File: src/rtl/cu_fsm_mc.sv
// cu_fsm_mc: multicycle control unit for the RISC-V core.
// Sequences fetch/exec/mem/wb with variable-latency memory, bus timeout, irq and mret.
module cu_fsm_mc #(
    parameter int TIMEOUT_CYC = 15
) (
    input  logic        clk,
    input  logic        RST,
    input  logic        intr,
    input  logic        mie,
    input  logic [31:0] ir,
    input  logic        mem_rdy,
    output logic        pcWrite,
    output logic        regWrite,
    output logic        memWrite,
    output logic        memRead1,
    output logic        memRead2,
    output logic        csrWrite,
    output logic        intTaken,
    output logic        mretExec,
    output logic        busErr,
    output logic [2:0]  state_o
);

    localparam int CW_RAW = $clog2(TIMEOUT_CYC + 1);
    localparam int CW     = (CW_RAW < 1) ? 1 : CW_RAW;
    localparam bit TO_EN  = (TIMEOUT_CYC != 0);
    localparam logic [CW-1:0] CNT_MAX =
        CW'((TIMEOUT_CYC > 0) ? TIMEOUT_CYC - 1 : 0);

    localparam logic [6:0] OP_LOAD   = 7'b0000011;
    localparam logic [6:0] OP_STORE  = 7'b0100011;
    localparam logic [6:0] OP_BRANCH = 7'b1100011;
    localparam logic [6:0] OP_SYSTEM = 7'b1110011;
    localparam logic [31:0] MRET_ENC = 32'h3020_0073;

    typedef enum logic [2:0] {
        S_FETCH = 3'd0,
        S_EXEC  = 3'd1,
        S_MEM   = 3'd2,
        S_WB    = 3'd3,
        S_INTR  = 3'd4,
        S_TRAP  = 3'd5
    } state_t;

    state_t        state_q, state_d;
    logic [CW-1:0] cnt_q, cnt_d;
    logic          cnt_inc;

    logic   is_load, is_store, is_branch, is_system, is_csr, is_mret;
    logic   irq, cnt_hit;
    state_t end_st;

    assign is_load   = (ir[6:0] == OP_LOAD);
    assign is_store  = (ir[6:0] == OP_STORE);
    assign is_branch = (ir[6:0] == OP_BRANCH);
    assign is_system = (ir[6:0] == OP_SYSTEM);
    assign is_csr    = is_system && (ir[14:12] != 3'b000);
    assign is_mret   = (ir == MRET_ENC);

    // irq is only honoured where an instruction would return to FETCH
    assign irq     = intr & mie;
    assign end_st  = irq ? S_INTR : S_FETCH;
    assign cnt_hit = TO_EN && (cnt_q == CNT_MAX);

    assign state_o = state_q;

    // State and wait-counter registers with synchronous reset
    always_ff @(posedge clk) begin
        if (RST) begin
            state_q <= S_FETCH;
            cnt_q   <= '0;
        end else begin
            state_q <= state_d;
            cnt_q   <= cnt_d;
        end
    end

    // Next-state and strobe decode from present state, ir and mem_rdy
    always_comb begin
        state_d  = state_q;
        cnt_inc  = 1'b0;
        pcWrite  = 1'b0;
        regWrite = 1'b0;
        memWrite = 1'b0;
        memRead1 = 1'b0;
        memRead2 = 1'b0;
        csrWrite = 1'b0;
        intTaken = 1'b0;
        mretExec = 1'b0;
        busErr   = 1'b0;
        case (state_q)
            S_FETCH: begin
                memRead1 = 1'b1;
                if (mem_rdy) begin
                    state_d = S_EXEC;
                end else if (cnt_hit) begin
                    state_d = S_TRAP;
                end else begin
                    cnt_inc = TO_EN;
                end
            end
            S_EXEC: begin
                if (is_load) begin
                    memRead2 = 1'b1;
                    state_d  = S_MEM;
                end else if (is_store) begin
                    memWrite = 1'b1;
                    state_d  = S_MEM;
                end else if (is_branch) begin
                    pcWrite = 1'b1;
                    state_d = end_st;
                end else if (is_system) begin
                    pcWrite = 1'b1;
                    if (is_csr) begin
                        regWrite = 1'b1;
                        csrWrite = 1'b1;
                    end else if (is_mret) begin
                        mretExec = 1'b1;
                    end
                    state_d = end_st;
                end else begin
                    pcWrite  = 1'b1;
                    regWrite = 1'b1;
                    state_d  = end_st;
                end
            end
            S_MEM: begin
                if (is_store) begin
                    memWrite = 1'b1;
                end else begin
                    memRead2 = 1'b1;
                end
                if (mem_rdy) begin
                    if (is_store) begin
                        pcWrite = 1'b1;
                        state_d = end_st;
                    end else begin
                        state_d = S_WB;
                    end
                end else if (cnt_hit) begin
                    state_d = S_TRAP;
                end else begin
                    cnt_inc = TO_EN;
                end
            end
            S_WB: begin
                pcWrite  = 1'b1;
                regWrite = 1'b1;
                state_d  = end_st;
            end
            S_INTR: begin
                pcWrite  = 1'b1;
                intTaken = 1'b1;
                state_d  = S_FETCH;
            end
            S_TRAP: begin
                pcWrite = 1'b1;
                busErr  = 1'b1;
                state_d = S_FETCH;
            end
            default: begin
                state_d = S_FETCH;
            end
        endcase
    end

    // Wait counter restarts on any state change
    always_comb begin
        cnt_d = cnt_q;
        if (state_d != state_q) begin
            cnt_d = '0;
        end else if (cnt_inc) begin
            cnt_d = cnt_q + CW'(1);
        end
    end

endmodule

File: config.mk
export PLATFORM = sky130hd
export DESIGN_NAME = cu_fsm_mc
export DESIGN_NICKNAME = d
export VERILOG_FILES = /design/src/rtl/cu_fsm_mc.sv
export SDC_FILE = /design/constraint.sdc
export NUM_CORES = 1
export LEC_CHECK = 0
export ABC_CLOCK_PERIOD_IN_PS = 1400
export CAP_MARGIN = 10
export CORE_ASPECT_RATIO = 0.7
export CORE_MARGIN = 8
export CORE_UTILIZATION = 29
export DETAILED_ROUTE_END_ITERATION = 7
export GPL_TIMING_DRIVEN = 0
export PLACE_DENSITY = 0.77
export RECOVER_POWER = 100
export SYNTH_ARGS = -nofsm -noshare
export SYNTH_HDL_FRONTEND = slang
export SYNTH_SLANG_ARGS = --single-unit
File: constraint.sdc
create_clock -name clk -period 1.4 [get_ports clk]
set_clock_uncertainty 0.1 [all_clocks]
set_input_delay 0.21 -clock clk [delete_from_list [all_inputs] [get_ports clk]]
set_output_delay 0.21 -clock clk [all_outputs]
set_load 0.1 [all_outputs]
==> key figures <==
Run status
  • Status: complete, but fails checks
  • Failing checks: negative setup slack

Global routing
  • First-pass GRT wire length: 5023 µm
  • Initial antenna violation count: 0
  • Vias in the first global route: around 1000
  • Grt ovf: 0
  • Largest net degree at the start of global routing: 11
  • GRT Overall Usage: ~17%

Cells and area
  • Number of diodes: 0
  • Area grow syn2layout: 189.9%
  • Nets: 202
  • Share of cells above drive strength 1: 57.41%
  • Fillers: 94
  • Final core occ: 87.32%

Synthesis
  • Post-synth top flop: dfxtp_1
  • Count leader, synth: nor2_1
  • Post-synthesis sequential area ratio: 22.13%
  • Mapped Area: about 630 µm²
  • Async S/R FF share, synth: 0%
  • Post-synth cell types: 34
  • Synthesized flop and latch total: 7
  • Syn Area/Cell: 7.448 µm²
  • Post-synth top area cell: dfxtp_1
  • Post-synthesis net count: between 100 and 150
  • Top cells by count, synth: nor2_1, nand2_1, nor3_1
  • Share of the synthesized area in the top cell type: around 22%
  • Post-synth EDFFs: 0
  • Cells after Synth: between 80 and 90
  • Synth Warn #: 0
  • Synth area leaders: dfxtp_1, nor2_1, nor3_1

Drt
  • DR vias/cell: ~5.6
  • Drt initial violations: 61
  • Drt drc: 0
  • WL/cell: 21.34 µm
  • Routed Antenna Nets: 0
  • Via total after detailed routing: 1045
  • Drt total wl: 3970 µm
  • DRT Pass-1 Iters: 8

Setup path
  • Crit path DAT: 1.66 ns
  • Startpoint Class: flip-flop
  • Crit path kind: flip-flop to output pin
  • CP max FO: 4
  • Crit path capture type: output pin
  • R2R Setup Slk: -0.37 ns
  • Data required, critical path: around 1.1 ns

Die
  • Ports: 49
  • Starting Density: 30.12%
  • Die height: 55.09 µm
  • Core Area: 2102 µm²
  • Die X: 71.85 µm
  • Rows: 14
  • Full die area: 3958 µm²

Power and ir drop
  • Final Total Pwr: a little over 800 µW
  • VDD IR-drop max: 0.4829 mV
  • PD cells: 441.3 nW/µm²
  • Leakage power total: 0.0007363 µW

Run
  • Max-cap viol count: 0

Place
  • Hpwl dp: approximately 2100 µm
  • IO buf count: 48
  • GPL Wtd Cong: 0.8213

Clock tree
  • H-tree levels: 1
  • Clock Pin Slew Worst Setup and Hold Paths: about 0.060 ns
  • CTS tree: yes
  • Hold_buf cts: 0
  • CTS root buf: clkbuf_4
  • Clock latency on the worst-skew pair: a little under 0.3 ns
  • TritonCTS Buffers: 3
  • Clk buf depth: 2
  • CTS sink cnt: 7

Timing
  • RSZ-0062 raised after global routing: yes
  • Final Hold Vio Count: 0
  • Setup violators final: 17
  • Fin Setup TNS: -5.854 ns
  • Setup WS post-layout: -0.5668 ns
  • Max-slew violations: 0
  • Period minus WS final: 1.967 ns
  • Post-route clock period utilization: 140.5%
  • Worst-margin pin slew: 0.9633 ns
  • Slew HR: 36.04%
  • Max Fclk: 508.4 MHz

Worst hold path
  • Worst hold path type: primary input to flip-flop
-- sequential cells by signal (all words and copies together) (netlist names) --
register and flops:
cnt_q 4, state_o 3
-- cells by family (layout without fill, tap and decap cells) --
family	Yosys count	count (layout)	synth area share [%]
compound gates	14	14	16.60
fa+ha+maj	2	2	3.952
buf+inv	5	82	3.360
xor+xnor	4	4	5.535
simple gates	53	53	48.42
flops	7	7	22.13
-- worst max-delay path, stage by stage (launching register included) --
cell and delay [ns]:
dfxtp_4 0.35, buf_8 0.12, nor4b_4 0.27, nand2_2 0.13, a211oi_4 0.28, buf_12 0.21
-- cell type report --
type / instances / area [µm²] / share of cell area [%]
multi-input cells: 73 / 787.0 / 42.88
repair buffers: 73 / 769.5 / 41.92
flip-flops and latches: 7 / 155.1 / 8.453
plain buffers: 3 / 60.06 / 3.272
well taps: 24 / 30.03 / 1.636
clock buffers: 4 / 26.28 / 1.431
inverters: 2 / 7.507 / 0.4090
-- stage by stage --
stage                     hold WS [ns]  std cells  setup slack [ns]  cell area [µm²]
after floorplan                 0.1727         85           -0.8774            820.8
after CTS                       0.4733        176           -0.5076             1650
final                           0.4654        186           -0.5668             1836
after global placement          0.4675        157            -1.786             1331
after detailed placement        0.4811        157            -1.801             1331
after global routing            0.4622        186           -0.6233             1836
-- layer usage --
metal,routed length [µm],track usage (%),vias to the layer above
li1,-,-,474
met1,1498,17.42,504
met2,2068,33.13,59
met3,318,5.036,8
met4,85,2.694,0
met5,0,0,-
-- path summary, 6_finish.rpt --
| kind | start | endpoint | cells past startpoint |
|---|---|---|---|
| setup / recovery | state_o[1] | memRead2 | 5 |
| hold / removal | RST | state_o[1] | 2 |
| setup reg to reg | state_o[1] | cnt_q[2] | 8 |
| hold reg to reg | cnt_q[0] | cnt_q[0] | 2 |
-- where the power goes --
group	total [µW]	internal, µW	switching [µW]	leakage [µW]
combinational	385	184	200	0.000661
clock	219	111	108	0.0000150
sequential	207	200	6.61	0.0000598
-- timing repair --
item / in CTS / in global routing
cloned: 0 / 0
setup endpoints to repair: 19 / 17
setup buffers: 15 / 11
pin swaps: 16 / 13
gates resized for setup: 144 / 27
hold endpoints to repair: 0 / 0
-- placed cells by master, fill, tap and decap left out, types with 2 or more instances in the layout --
cell type / count
inv_1: 2
nor3_2: 3
nor3_1: 2
nand4_1: 2
nor3_4: 3
buf_2: 3
xnor2_1: 2
nand2b_4: 2
clkdlybuf4s15_2: 2
dlygate4sd2_1: 14
buf_12: 11
a31oi_4: 2
nor2_4: 5
nor4b_4: 2
buf_6: 7
nor2_1: 6
clkbuf_4: 4
dfxtp_4: 4
a21oi_4: 2
dfxtp_1: 3
buf_4: 17
clkdlybuf4s15_1: 2
dlymetal6s2s_1: 2
nand2_2: 3
nor4_2: 2
nor4b_2: 2
nand2_1: 4
nand3_1: 4
clkdlybuf4s50_1: 15
(Power assumes the default switching activity.)
==> RTL edit (config.mk and constraints unchanged) <==
Change the parameter `TIMEOUT_CYC` from 15 to 14.
--- a/src/rtl/cu_fsm_mc.sv
+++ b/src/rtl/cu_fsm_mc.sv
@@ -2,5 +2,5 @@
 // Sequences fetch/exec/mem/wb with variable-latency memory, bus timeout, irq and mret.
 module cu_fsm_mc #(
-    parameter int TIMEOUT_CYC = 15
+    parameter int TIMEOUT_CYC = 14
 ) (
     input  logic        clk,
Formal check against the unedited RTL: same outputs for any inputs over 10 cycles, from zero or initial values and one cycle with RST high; that may be too few to reach the edited logic, so the function may still have changed.
==> RTL edit against the unedited design <==
The run still ends with negative setup slack left; routed wire length down 4.0%; worst setup slack better by 0.055 ns; total power down 1.4%; register-to-register slack better by 0.10 ns; area after synthesis down 0.59%; critical path depth unchanged; final area down 2.0%; sequential cell count unchanged.
==> RTL edit: results (changes against the unedited design) <==
status=finished with violations; failing checks=negative setup slack; worst min-delay path startpoint=ir[4]; wire length on met3=300 um (-5.7%); fin worst setup slack=-0.5123 ns (+0.05452 ns); cell total after placement=157 (unchanged); Hold Path Class=primary input to register; Peak VDD IR=404.8 uV (-16%); first-pass GRT wire length=5.292 mm (+5.4%); met2 Use GR=32.53% (-0.60 points); met1 wire length=1.442 mm (-3.7%); Vias=1,053 (+0.77%); post-synth net total=124 (unchanged); met2 WL=2.022 mm (-2.2%); Lkg Pwr=0.0007046 uW (-4.3%); initial DRC count=53 (-13%); pwr dens=444.2 nW/um^2 (+0.65%); clock latency on the worst-skew pair=0.26 ns (-0.03 ns); routability cong.=0.8352 (+1.7%); total global-route track usage=17.14% (+0.59 points); Netlist cell types=35 (+2.9%); Final nets=199 (-1.5%); worst-margin pin slew=0.9549 ns (-0.008358 ns); final setup vio count=17 (unchanged); drt pass-1 iters=4 (-4); GRT met1 Usage=18.47% (+1.0 points); Post-DP Area=1328 um^2 (-0.28%); final setup TNS=-4.861 ns (+0.9926 ns); final wirelength=3.813 mm (-4.0%); logic gate share of total power=49.4% (+1.9 points); Flop pwr share=26.2% (+0.7 points); top cells by count, synth=nor2_1, nand2_1, dfxtp_1, nor3_1; WL/cell=20.84 um (-2.4%); switching fraction of total power=36.95% (-1.9 points); grt met3 use=5.755% (+0.72 points); CTS resizes=147 (+2.1%); Post-DP HPWL=2.110 mm (-1.7%); share of cells above drive strength 1=60.38% (+3.0 points); Post-CTS Setup Bufs=14 (-1); CTS Buffer Depth=2 (unchanged); Worst EP arrival=1.60 ns (-0.06 ns); Cells after Synth=85 (unchanged); largest cells by area after synthesis=dfxtp_1, nor2_1, nor3_1; Fillers=83 (-12%); DP Worst Slack=-1.779 ns (+0.02190 ns); post-layout util=85.54% (-1.8 points); sequential area share after synthesis=22.27% (+0.13 points)
==> RTL edit: cell count changes after synthesis, sizes merged <==
cell | unedited run | this run
nor3b | 1 | 2
nor3 | 8 | 7
a21oi | 2 | 4
o21ai | 2 | 1
nand3 | 5 | 4
==> RTL edit: final timing paths <==
path / end / slack [ns] / cells after the start
hold reg to reg: state_o[2]$_SDFF_PP0_ / 0.51 / 2
setup reg to reg: cnt_q[2]$_SDFFE_PP0P_ / -0.27 / 6
hold / removal: state_o[1]$_SDFF_PP0_ / 0.41 / 5
setup / recovery: memRead2 / -0.51 / 5
==> RTL edit: layout make-up <==
cell class / count / area share, %
buffer: 3 / 3.340
clock buffer: 4 / 1.461
inverter: 2 / 0.4175
multi-input combinational: 73 / 45.37
sequential: 7 / 8.560
tap: 24 / 1.670
timing repair buffer: 70 / 39.18
==> RTL edit: cell families after synthesis <==
kind of cell	synth area share (%)
compound gates	17.49
xor+xnor	5.568
fa+ha+maj	3.976
buf+inv	3.380
flops	22.27
simple gates	47.32
